$ cat src/rtl/dcache_pkg.sv
// Shared types and address-split helpers for the write-through data cache.
// The helpers take the line count as an argument so every user splits addresses identically.
package dcache_pkg;

    typedef enum logic [1:0] {
        IDLE  = 2'd0,
        READ  = 2'd1,
        WRITE = 2'd2
    } dcache_state_t;

    function automatic int idx_bits(input int lines);
        int w;
        w = 0;
        for (int i = 0; i < 31; i++) begin
            if ((1 << i) < lines) begin
                w = i + 1;
            end
        end
        return w;
    endfunction

    function automatic logic [31:0] idx_of(input logic [31:0] addr, input int lines);
        return (addr >> 2) & 32'(lines - 1);
    endfunction

    function automatic logic [31:0] tag_of(input logic [31:0] addr, input int lines);
        return addr >> (2 + idx_bits(lines));
    endfunction

endpackage

$ cat src/rtl/dcache_array.sv
// Valid/tag/data storage for the direct-mapped cache.
// One combinational read port, one synchronous write port, and a synchronous clear of all valid bits.
module dcache_array
    import dcache_pkg::*;
#(
    parameter int LINES = 16,
    parameter int IDX_W = $clog2(LINES),
    parameter int TAG_W = 30 - IDX_W
) (
    input  logic             clk,
    input  logic             reset,
    input  logic [IDX_W-1:0] rd_idx,
    output logic             rd_valid,
    output logic [TAG_W-1:0] rd_tag,
    output logic [31:0]      rd_data,
    input  logic             wr_en,
    input  logic [IDX_W-1:0] wr_idx,
    input  logic [TAG_W-1:0] wr_tag,
    input  logic [31:0]      wr_data
);

    logic [LINES-1:0] valid;
    logic [TAG_W-1:0] tags [LINES];
    logic [31:0]      data [LINES];

    always_ff @(posedge clk) begin
        if (reset) begin
            valid <= '0;
        end else if (wr_en) begin
            valid[wr_idx] <= 1'b1;
        end
    end

    // Tag/data need no reset; a write coinciding with reset is dropped so an aborted fill leaves no trace.
    always_ff @(posedge clk) begin
        if (wr_en && !reset) begin
            tags[wr_idx] <= wr_tag;
            data[wr_idx] <= wr_data;
        end
    end

    assign rd_valid = valid[rd_idx];
    assign rd_tag   = tags[rd_idx];
    assign rd_data  = data[rd_idx];

endmodule

$ cat src/rtl/dcache_wt.sv
// Direct-mapped, write-through, no-write-allocate data cache between the core's M stage and main memory.
// Read hits complete combinationally; misses and stores stall until the memory handshake finishes.
module dcache_wt
    import dcache_pkg::*;
#(
    parameter int LINES = 16,
    parameter int CNT_W = 16
) (
    input  logic             clk,
    input  logic             reset,
    input  logic             cpu_re,
    input  logic             cpu_we,
    input  logic [31:0]      cpu_addr,
    input  logic [31:0]      cpu_wdata,
    output logic [31:0]      cpu_rdata,
    output logic             stall,
    output logic             mem_req,
    output logic             mem_we,
    output logic [31:0]      mem_addr,
    output logic [31:0]      mem_wdata,
    input  logic [31:0]      mem_rdata,
    input  logic             mem_ready,
    output logic [CNT_W-1:0] read_hits,
    output logic [CNT_W-1:0] read_misses
);

    localparam int IDX_W = $clog2(LINES);
    localparam int TAG_W = 30 - IDX_W;

    dcache_state_t state, next_state;

    logic [31:0]      lat_addr;
    logic [31:0]      lat_wdata;
    logic             latch_en;
    logic [IDX_W-1:0] cpu_idx, lat_idx, rd_idx;
    logic [TAG_W-1:0] cpu_tag, lat_tag, cmp_tag;
    logic             rd_valid;
    logic [TAG_W-1:0] rd_tag;
    logic [31:0]      rd_data;
    logic             hit;
    logic             wr_en;
    logic [31:0]      wr_data;
    logic             hit_inc, miss_inc;

    assign cpu_idx = IDX_W'(idx_of(cpu_addr, LINES));
    assign cpu_tag = TAG_W'(tag_of(cpu_addr, LINES));
    assign lat_idx = IDX_W'(idx_of(lat_addr, LINES));
    assign lat_tag = TAG_W'(tag_of(lat_addr, LINES));

    // While a store is in flight the lookup checks the latched address so the update decision sees the line being written.
    assign rd_idx  = (state == WRITE) ? lat_idx : cpu_idx;
    assign cmp_tag = (state == WRITE) ? lat_tag : cpu_tag;
    assign hit     = rd_valid && (rd_tag == cmp_tag);
    assign cpu_rdata = rd_data;

    dcache_array #(
        .LINES (LINES),
        .IDX_W (IDX_W),
        .TAG_W (TAG_W)
    ) u_array (
        .clk      (clk),
        .reset    (reset),
        .rd_idx   (rd_idx),
        .rd_valid (rd_valid),
        .rd_tag   (rd_tag),
        .rd_data  (rd_data),
        .wr_en    (wr_en),
        .wr_idx   (lat_idx),
        .wr_tag   (lat_tag),
        .wr_data  (wr_data)
    );

    always_comb begin
        next_state = state;
        stall      = 1'b0;
        latch_en   = 1'b0;
        mem_req    = 1'b0;
        mem_we     = 1'b0;
        mem_addr   = '0;
        mem_wdata  = '0;
        wr_en      = 1'b0;
        wr_data    = mem_rdata;
        hit_inc    = 1'b0;
        miss_inc   = 1'b0;
        case (state)
            IDLE: begin
                if (cpu_we) begin
                    stall      = 1'b1;
                    latch_en   = 1'b1;
                    next_state = WRITE;
                end else if (cpu_re) begin
                    if (hit) begin
                        hit_inc = 1'b1;
                    end else begin
                        stall      = 1'b1;
                        latch_en   = 1'b1;
                        miss_inc   = 1'b1;
                        next_state = READ;
                    end
                end
            end
            READ: begin
                stall    = 1'b1;
                mem_req  = 1'b1;
                mem_addr = {lat_addr[31:2], 2'b00};
                if (mem_ready) begin
                    wr_en      = 1'b1;
                    next_state = IDLE;
                end
            end
            WRITE: begin
                stall     = !mem_ready;
                mem_req   = 1'b1;
                mem_we    = 1'b1;
                mem_addr  = {lat_addr[31:2], 2'b00};
                mem_wdata = lat_wdata;
                wr_data   = lat_wdata;
                if (mem_ready) begin
                    wr_en      = hit;
                    next_state = IDLE;
                end
            end
            default: next_state = IDLE;
        endcase
    end

    always_ff @(posedge clk) begin
        if (reset) begin
            state     <= IDLE;
            lat_addr  <= '0;
            lat_wdata <= '0;
        end else begin
            state <= next_state;
            if (latch_en) begin
                lat_addr  <= cpu_addr;
                lat_wdata <= cpu_wdata;
            end
        end
    end

    // Statistics stick at all-ones rather than wrapping.
    always_ff @(posedge clk) begin
        if (reset) begin
            read_hits   <= '0;
            read_misses <= '0;
        end else begin
            if (hit_inc && (read_hits != '1)) begin
                read_hits <= read_hits + CNT_W'(1);
            end
            if (miss_inc && (read_misses != '1)) begin
                read_misses <= read_misses + CNT_W'(1);
            end
        end
    end

endmodule

$ cat config.mk
export PLATFORM = sky130hd
export DESIGN_NAME = dcache_wt
export DESIGN_NICKNAME = d
export VERILOG_FILES = /design/src/rtl/dcache_pkg.sv /design/src/rtl/dcache_array.sv /design/src/rtl/dcache_wt.sv
export SDC_FILE = /design/constraint.sdc
export NUM_CORES = 1
export LEC_CHECK = 0
export CORE_UTILIZATION = 30
export DETAILED_ROUTE_END_ITERATION = 12
export PLACE_DENSITY = 0.52
export SYNTH_ARGS = -nofsm -noshare
export SYNTH_HDL_FRONTEND = slang
export SYNTH_HIERARCHICAL = 1
export SYNTH_SLANG_ARGS = --single-unit
$ cat constraint.sdc
create_clock -name clk -period 10.5 [get_ports clk]
set_clock_uncertainty 0.15 [all_clocks]
set_input_delay 2.1 -clock clk [delete_from_list [all_inputs] [get_ports clk]]
set_output_delay 2.1 -clock clk [all_outputs]
set_load 0.005 [all_outputs]
==> out/qor.yml, run 1 <==
outcome:
  status: "finished, final reports clean"
critical_path:
  r2r-start: "state[0]"
  cpMostUsedCell: "clkdlybuf4s50_1"
  startpoint: "cpu_addr[2]"
  r2r_slack_ns: 2.95
  crit_buf_inv: 3
  arrival_ns: 6.72
  worstRegToRegCells: 16
  cp.required_ns: 8.25
  critPathCaptureType: "primary output"
  worstSetupEndpoint: "stall"
  slowest_stage: "or4_1"
  crit_cells: 12
  crit_path_max_fanout: 42
  critical-path-top-delay-family: "buffers and inverters"
  cp_cell_sequence: "clkdlybuf4s50_1 > mux2_8 > buf_12 > mux4_2 > a22oi_1 > nand2_1 > xor2_1 > nand4_1 > or4_1 > o221ai_4 > a21oi_1 > clkdlybuf4s50_1"
  slowest_delay_ns: 0.92
  startpoint_type: "primary input"
  r2r_end: "u_array/data[0][3]"
  crit_type: "primary input to primary output"
die:
  placementRows: 134
  die_h_um: 370.4
  start_util_pct: 30.35
  io_pins: 232
  die_width_um: 370.4
  core-area_mm2: 0.1341
  die_area_mm2: 0.1372
layout:
  drive_above_1_share_pct: 21.57
  final_cell_mix: "928 x edfxtp_1, 236 x mux4_2, 226 x clkdlybuf4s50_1"
  utilization_pct: 36.65
  syn_to_final_growth_pct: 20.74
  mostFrequentLayoutCell: "edfxtp_1"
  finalNetCount: 2474
sta:
  fin_crit_sh_pct: 85.46
  final.min_clock_period_ns: 8.974
  fmaxAchievable_mhz: 111.4
  setup_violations: 0
  grt_setup_unrepaired: "false"
  setup-tns-final_ns: 0
  slew_headroom_pct: 26.95
  worst_slew_pin_slew_ns: 1.096
  hold_violations: 0
  finalMaxSlewViolations: 0
detailed_routing:
  wl_um: 104000
  drtAntennaViolNets: 0
  wire_per_inst_um: 24.64
  vias: 20810
  drt_iter0_markers: 1692
  vias_per_cell: 4.928
  drt_pass1_iterations: 5
  drc: 0
synth:
  ys_ff_latch: 1040
  synth-edff-count: 928
  syn_area_per_cell_um2: 19.58
  synth_area_mm2: 0.04071
  ys_warn_count: 6
  async_flop_share_pct: 0
  synth_cells: 2079
  ys_types: 60
  synth-seq-area-share_pct: 73.95
  synthFlopType: "edfxtp_1"
power_and_ir_drop:
  ir_drop_v: 0.0001182
  powerDensity_mw_per_mm2: 190.6
  finalPower_mw: 9.367
  p_leak_nw: 15.69
clocking:
  cts_tree: "yes"
  cts_made_buffers: 109
  post-cts-setup-buffers: 0
  ctsResizeCount: 0
  clk_pin_slew_ns: 0.06
  holdBufCountCts: 0
  cts_root_buf: "clkbuf_16"
  clock_latency_ns: 0.67
  clk_path_buf_depth: 3
  cts_max_level: 3
  cts.sinks: 1040
flow_run:
  drv_cap: 0
min_path:
  worstHoldPathCells: 1
  hp-class: "flip-flop to flip-flop"
  hp-start: "u_array/valid[15]"
grt:
  grt_pass1_vias: 21980
  track_usage_pct: 15.16
  grt_max_degree: 70
  grt_first_pass_wirelength_um: 151200
  antenna_found_initial: 8
  grt_overflow: 0
placed_design:
  io_buffers: 227
  gp_congestion: 0.7467
  dp_hpwl_um: 59370
## power breakdown
| part | leakage [nW] | internal (mW) | total, mW | switching, mW |
|---|---|---|---|---|
| clock | 1.71 | 2.23 | 3.78 | 1.54 |
| sequential | 9.29 | 4.59 | 4.66 | 0.0631 |
| combinational | 4.69 | 0.423 | 0.935 | 0.511 |
| total | 15.7 | 7.25 | 9.37 | 2.12 |
## worst register-to-register path, cell delays in order, from the launching register on
cell and delay, ns:
dfxtp_1 0.34, inv_1 0.15, ha_4 0.61, mux2_8 0.65
buf_4 0.70, mux4_2 0.60, a22oi_1 0.19, nand2_1 0.10
xnor2_1 0.18, nor4_2 0.66, nand3_1 0.32, nor2_1 0.40
a21oi_1 0.13, nor2_1 0.32, or4b_1 0.68, nor3_2 0.53
buf_4 0.44
## per-stage QoR
step | hold WS [ns] | setup slack [ns] | std cells | cell area, um^2
finish | 0.3011 | 1.526 | 4222 | 49160
global route | 0.3185 | 1.180 | 4221 | 49160
CTS | 0.2990 | 1.417 | 4221 | 49160
detailed placement | 0.2851 | 1.435 | 4024 | 45660
global placement | 0.2779 | 1.439 | 4024 | 45660
floorplan | 0.2711 | 0.4425 | 2080 | 40720
## state kept, by name (all words and copies together) (netlist names)
register       cells
lat_addr          30
lat_wdata         32
read_hits         16
read_misses       16
state              2
u_array/data     512
u_array/tags     416
u_array/valid     16
## layer usage
metal / vias up / share of wire [%] / GRT usage (%)
li1: 9028 / - / -
met1: 11070 / 44 / 20.81
met2: 563 / 48 / 24.73
met3: 140 / 5.8 / 2.960
met4: 10 / 1.9 / 3.457
met5: - / 0.066 / 0
## final cells by class
class	count	area (um^2)
well taps	1768	2212
flip-flops and latches	1040	30110
inverters	14	52.55
diodes	1	2.502
clock inverters	49	488.0
clock buffers	148	3007
multi-input cells	907	10160
repair buffers	295	3131
fillers	12370	84970
## worst min-delay path by stage
| stage | to | slack (ns) |
|---|---|---|
| final | u_array/valid[15] | 0.30 |
| after global routing | u_array/valid[3] | 0.32 |
| after CTS | u_array/valid[15] | 0.30 |
| after detailed placement | u_array/valid[15] | 0.29 |
| after global placement | u_array/valid[4] | 0.28 |
| after floorplan | u_array/valid[9] | 0.27 |
## cells in the mapped netlist (16+ instances only)
master	count	area [um^2]
xnor2_1	20	175.2
buf_2	36	180.2
a22oi_1	118	885.9
mux2_2	43	484.2
dfxtp_1	112	2242
and2_1	63	394.1
a21oi_1	17	85.08
nand2_1	75	281.5
mux2i_1	89	890.9
nor3_1	16	80.08
clkbuf_1	61	229.0
nor2_1	103	386.6
xor2_1	16	140.1
edfxtp_1	928	27870
mux4_2	236	5315
## cells by family after synthesis
family                     synth area share, %
muxes                                    16.43
buffers and inverters                    1.586
DFF                                      73.95
other                                 0.009211
xor gates and xnor gates                0.7744
adders and majority gates               0.1844
AOI/OAI and AO/OA                        3.107
and+or+nand+nor                          3.952
No activity file was read; power rests on OpenSTA's default activity.
==> run 2, diff against run 1 <==
PLACE_DENSITY = 0.51   (was 0.52)
clock period = 10.8 ns   (was 10.5 ns; I/O delays follow)
==> out/qor.yml, run 2 (synthesis gave the netlist of run 1 again) <==
grt:
  antenna_found_initial: 3  # -5
  track_usage_pct: 14.99  # -0.16 points
  grt_max_degree: 102  # +46%
  grt_overflow: 0  # unchanged
  grt_first_pass_wirelength_um: 149900  # -0.89%
  grt_pass1_vias: 21890  # -0.38%
critical_path:
  cp.required_ns: 8.49  # +0.24 ns
  critPathCaptureType: "primary output"
  crit_path_max_fanout: 54  # +29%
  arrival_ns: 6.90  # +0.18 ns
  startpoint_type: "primary input"
  crit_type: "primary input to primary output"
clocking:
  clk_path_buf_depth: 3  # unchanged
  cts_max_level: 3  # unchanged
  cts_root_buf: "clkbuf_16"
  cts_made_buffers: 109  # unchanged
  clk_pin_slew_ns: 0.06  # about the same
  clock_latency_ns: 0.68  # about the same
  ctsResizeCount: 0  # unchanged
  holdBufCountCts: 0  # unchanged
  post-cts-setup-buffers: 0  # unchanged
  cts.sinks: 1040  # unchanged
  cts_tree: "yes"
sta:
  setup_violations: 0  # unchanged
  fmaxAchievable_mhz: 108.6
  setup-tns-final_ns: 0  # unchanged
  hold_violations: 0  # unchanged
  finalMaxSlewViolations: 0  # unchanged
  slew_headroom_pct: 27.24  # +0.29 points
  fin_crit_sh_pct: 85.24
  grt_setup_unrepaired: "false"
  final.min_clock_period_ns: 9.205
  worst_slew_pin_slew_ns: 1.091  # -0.004308 ns
detailed_routing:
  drt_pass1_iterations: 5  # unchanged
  drc: 0  # unchanged
  wl_um: 103200  # -0.82%
  vias: 20680  # -0.63%
  drt_iter0_markers: 1591  # -6.0%
  wire_per_inst_um: 24.49  # -0.60%
  vias_per_cell: 4.908  # -0.42%
  drtAntennaViolNets: 0  # unchanged
power_and_ir_drop:
  p_leak_nw: 15.59  # -0.64%
  powerDensity_mw_per_mm2: 186.8  # -2.0%
  ir_drop_v: 0.0001173  # -0.77%
  finalPower_mw: 9.148  # -2.3%
die:
  io_pins: 232  # unchanged
  die_area_mm2: 0.1372  # unchanged
  core-area_mm2: 0.1341  # unchanged
  die_h_um: 370.4  # unchanged
  die_width_um: 370.4  # unchanged
  placementRows: 134  # unchanged
  start_util_pct: 30.35  # unchanged
layout:
  multiInputGateArea_mm2: 0.01016  # about the same
  syn_to_final_growth_pct: 20.30
  regArea_mm2: 0.03011  # unchanged
  finalNetCount: 2459  # -0.61%
  mostFrequentLayoutCell: "edfxtp_1"
  top_register: "u_array/data"
  drive_above_1_share_pct: 21.48  # -0.084 points
  largest_reg_flops: 512  # unchanged
  reg.largest.list: "u_array/data x512, u_array/tags x416, lat_wdata x32"
  n_fill_cell: 12370  # +0.040%
  final_cell_mix: "928 x edfxtp_1, 236 x mux4_2, 226 x clkdlybuf4s50_1"
flow_run:
  drv_cap: 0  # unchanged
placed_design:
  io_buffers: 227  # unchanged
  gp_congestion: 0.7456  # -0.15%
  dp_hpwl_um: 56390  # -5.0%
min_path:
  hp-class: "flip-flop to flip-flop"
outcome:
  status: "finished, final reports clean"
==> run 2: changes by cell type in the layout (fill, tap and decap cells not counted), sizes merged <==
cell      before  now
buf           69   54
clkbuf       148  136
clkinv        38   46
clkinvlp       2    9
inv           13   16
==> run 2: area by class of cell <==
cell class / count / area share (%)
Multi-Input combinational cell: 907 / 20.74
Clock inverter: 67 / 1.262
Sequential cell: 1040 / 61.47
Inverter: 14 / 0.1073
Antenna cell: 1 / 0.005109
Tap cell: 1768 / 4.517
Clock buffer: 136 / 5.985
Timing Repair Buffer: 280 / 5.906
==> run 2: path summary, 6_finish.rpt <==
kind                     from                    to  slack (ns)  cells past startpoint
max reg2reg          state[0]  u_array/data[15][16]        3.24                     16
min          u_array/valid[7]      u_array/valid[7]        0.30                      1
max               cpu_addr[2]                 stall        1.59                     12
min reg2reg  u_array/valid[7]      u_array/valid[7]        0.30                      1
==> run 2: worst max-delay path, stage by stage <==
cell and delay, ns:
clkdlybuf4s50_1 0.53, mux2_8 0.61, buf_4 0.38, mux4_2 0.53, a22oi_1 0.19, nand2_1 0.09, xor2_1 0.31, nand4_1 0.13
or4_1 0.90, o221ai_4 0.31, a21oi_1 0.14, clkdlybuf4s50_1 0.49
==> run 2: where the power goes <==
| group | total, mW | internal, mW | switching (mW) |
|---|---|---|---|
| Combinational | 0.917 | 0.412 | 0.505 |
| Sequential | 4.52 | 4.47 | 0.0584 |
| Clock | 3.71 | 2.16 | 1.55 |
==> run 2: through the flow <==
stage	util [%]	instances	setup slack (ns)	cell area [um^2]	hold slack, ns
2_1_floorplan	-	2080	0.6825	40720	0.2711
3_3_place_gp	33.87	4009	1.489	45430	0.2772
3_5_place_dp	33.87	4009	1.482	45430	0.2881
4_1_cts	36.51	4212	1.466	48980	0.3027
5_1_grt	36.51	4212	1.233	48980	0.3192
6_report	36.52	4213	1.595	48980	0.3030
==> run 2: metal layers <==
layer / vias to the layer above / routed length [um] / track usage, %
li1: 8988 / - / -
met3: 122 / 6366 / 3.406
met4: 4 / 1870 / 3.441
met2: 613 / 49330 / 24.35
met1: 10950 / 45580 / 20.36
met5: - / 27 / 0
==> run 3, diff against run 2 <==
--- a/config.mk
+++ b/config.mk
@@ -8,5 +8,7 @@
 export CORE_UTILIZATION = 30
 export DETAILED_ROUTE_END_ITERATION = 12
+export MAX_ROUTING_LAYER = met4
 export PLACE_DENSITY = 0.51
+export SLEW_MARGIN = 15
 export SYNTH_ARGS = -nofsm -noshare
 export SYNTH_HDL_FRONTEND = slang
--- a/constraint.sdc
+++ b/constraint.sdc
@@ -3,3 +3,3 @@
 set_input_delay 2.16 -clock clk [delete_from_list [all_inputs] [get_ports clk]]
 set_output_delay 2.16 -clock clk [all_outputs]
-set_load 0.005 [all_outputs]
+set_load 0.1 [all_outputs]
==> out/qor.yml, run 3 (synthesis gave the netlist of run 1 again) <==
grt:
  grt_max_degree: 101  # -0.98%
  grt_overflow: 0  # unchanged
  grt_pass1_vias: 22330  # +2.0%
  antenna_found_initial: 6  # +3
  track_usage_pct: 15.62  # +0.63 points
  grt_first_pass_wirelength_um: 151400  # +1.1%
power_and_ir_drop:
  p_clk_share_pct: 39.0  # -1.5 points
  power_switching_mw: 2.402  # +14%
  powerDensity_mw_per_mm2: 192.4  # +3.0%
  combPwrFrac_pct: 12.9  # +2.9 points
  p_leak_nw: 15.59  # about the same
  p_seq_share_pct: 48.0  # -1.4 points
  p_sw_share_pct: 25.50  # +2.4 points
  ir_drop_v: 0.0001213  # +3.5%
  p_int_mw: 7.018  # -0.24%
  finalPower_mw: 9.420  # +3.0%
clocking:
  cts_tree: "yes"
  cts.sinks: 1040  # unchanged
  post-cts-setup-buffers: 0  # unchanged
  cts_max_level: 3  # unchanged
  cts_root_buf: "clkbuf_16"
  clock_latency_ns: 0.68  # about the same
  ctsResizeCount: 0  # unchanged
  clk_pin_slew_ns: 0.06  # about the same
  clk_path_buf_depth: 3  # unchanged
  holdBufCountCts: 0  # unchanged
  cts_made_buffers: 109  # unchanged
detailed_routing:
  drt_pass1_iterations: 5  # unchanged
  wl_um: 104500  # +1.2%
  drc: 0  # unchanged
  drt_iter0_markers: 1653  # +3.9%
  wire_per_inst_um: 24.72  # +0.94%
  vias_per_cell: 4.929  # +0.44%
  drtAntennaViolNets: 0  # unchanged
  vias: 20830  # +0.75%
layout:
  utilization_pct: 36.51  # about the same
  reg.largest.list: "u_array/data x512, u_array/tags x416, lat_wdata x32"
  largest_reg_flops: 512  # unchanged
  finalNetCount: 2464  # +0.20%
  fin_cells: 4226  # +0.31%
  top_register: "u_array/data"
  syn_to_final_growth_pct: 20.27  # about the same
  mostFrequentLayoutCell: "edfxtp_1"
  finalInstanceArea_mm2: 0.04896  # about the same
  final_cell_mix: "928 x edfxtp_1, 236 x mux4_2, 225 x clkdlybuf4s50_1"
  drive_above_1_share_pct: 21.13  # -0.35 points
die:
  die_area_mm2: 0.1372  # unchanged
  io_pins: 232  # unchanged
  start_util_pct: 30.35  # unchanged
  die_width_um: 370.4  # unchanged
  placementRows: 134  # unchanged
  die_h_um: 370.4  # unchanged
  core-area_mm2: 0.1341  # unchanged
flow_run:
  drv_cap: 0  # unchanged
placed_design:
  dp_cells: 4014  # +0.12%
  dpl_cell_area_mm2: 0.04544  # about the same
  io_buffers: 227  # unchanged
  gp_congestion: 0.7547  # +1.2%
  dp_hpwl_um: 57430  # +1.8%
sta:
  hold_violations: 0  # unchanged
  fmaxAchievable_mhz: 110.6  # +1.8%
  setup_violations: 0  # unchanged
  slew_headroom_pct: 26.48  # -0.76 points
  grt_setup_unrepaired: "false"
  final.min_clock_period_ns: 9.044  # -0.1618 ns
  finalMaxSlewViolations: 0  # unchanged
  fin_crit_sh_pct: 83.74  # -1.5 points
  setup-tns-final_ns: 0  # unchanged
  worst_slew_pin_slew_ns: 1.099  # +0.007948 ns
critical_path:
  cp_cell_sequence: "clkdlybuf4s50_1 > mux2_8 > buf_4 > buf_4 > mux4_2 > a22oi_1 > nand2_1 > clkdlybuf4s50_1"
  slowest_stage: "clkdlybuf4s50_1"
  critical-path-top-delay-family: "buffers and inverters"
  startpoint_type: "primary input"
  crit_buf_inv: 4  # +1
  arrival_ns: 6.73  # -0.17 ns
  crit_path_max_fanout: 63  # +17%
  critPathCaptureType: "primary output"
  crit_type: "primary input to primary output"
  cp.required_ns: 8.49  # about the same
  slowest_delay_ns: 1.00  # +0.10 ns
  r2r_slack_ns: 2.95  # -0.29 ns
outcome:
  status: "finished, final reports clean"
min_path:
  hp-class: "flip-flop to flip-flop"
-- run 3: final timing paths --
check,end,start,cells after the start
worst max register to register,u_array/tags[9][9],state[0],16
worst max-delay path,cpu_rdata[18],cpu_addr[2],8
worst min-delay path,u_array/valid[11],u_array/valid[11],1
worst min register to register,u_array/valid[11],u_array/valid[11],1
-- run 3: final cells by class --
type                       instances  area, um^2
antenna                            7       17.52
clock buffer                     144        2932
clock inverter                    61       579.3
fill                           12360       85160
inverter                          14       52.55
multi-input combinational        907       10160
sequential                      1040       30110
tap                             1768        2212
timing repair buffer             285        2903
-- run 3: metrics by stage --
step           hold WS, ns  worst slack, ns
2_1_floorplan       0.2711           0.6583
3_3_place_gp        0.2786            1.540
3_5_place_dp        0.2897            1.521
4_1_cts             0.3032            1.573
5_1_grt             0.3195            1.318
6_report            0.3039            1.756
-- run 3: power groups by stage --
stage	sequential [mW]	combinational [mW]	clock (mW)
floorplan	4.59	0.870	0
global placement	4.60	1.23	0
detailed placement	4.61	1.24	0
CTS	4.52	1.24	3.76
global route	4.53	1.30	3.91
finish	4.52	1.22	3.68
-- run 3: per-layer routing --
layer | up-vias | share of wire [%] | track usage (%)
met5 | - | 0 | -
met4 | 0 | 1.6 | 3.528
met3 | 131 | 6.0 | 3.221
met2 | 578 | 47 | 24.08
met1 | 11090 | 45 | 21.19
li1 | 9030 | - | -
-- run 3: worst register-to-register path: stages (launching register included) --
cell       delay, ns
dfxtp_1         0.34
inv_1           0.16
ha_4            0.71
mux2_8          0.84
buf_4           0.68
mux4_2          0.57
a22oi_1         0.22
nand2_1         0.09
xnor2_1         0.23
nor4_2          0.72
nand3_1         0.33
nor2_1          0.41
a21oi_1         0.13
nor2_1          0.25
nand4bb_1       0.44
nor2_4          0.91
buf_4           0.35
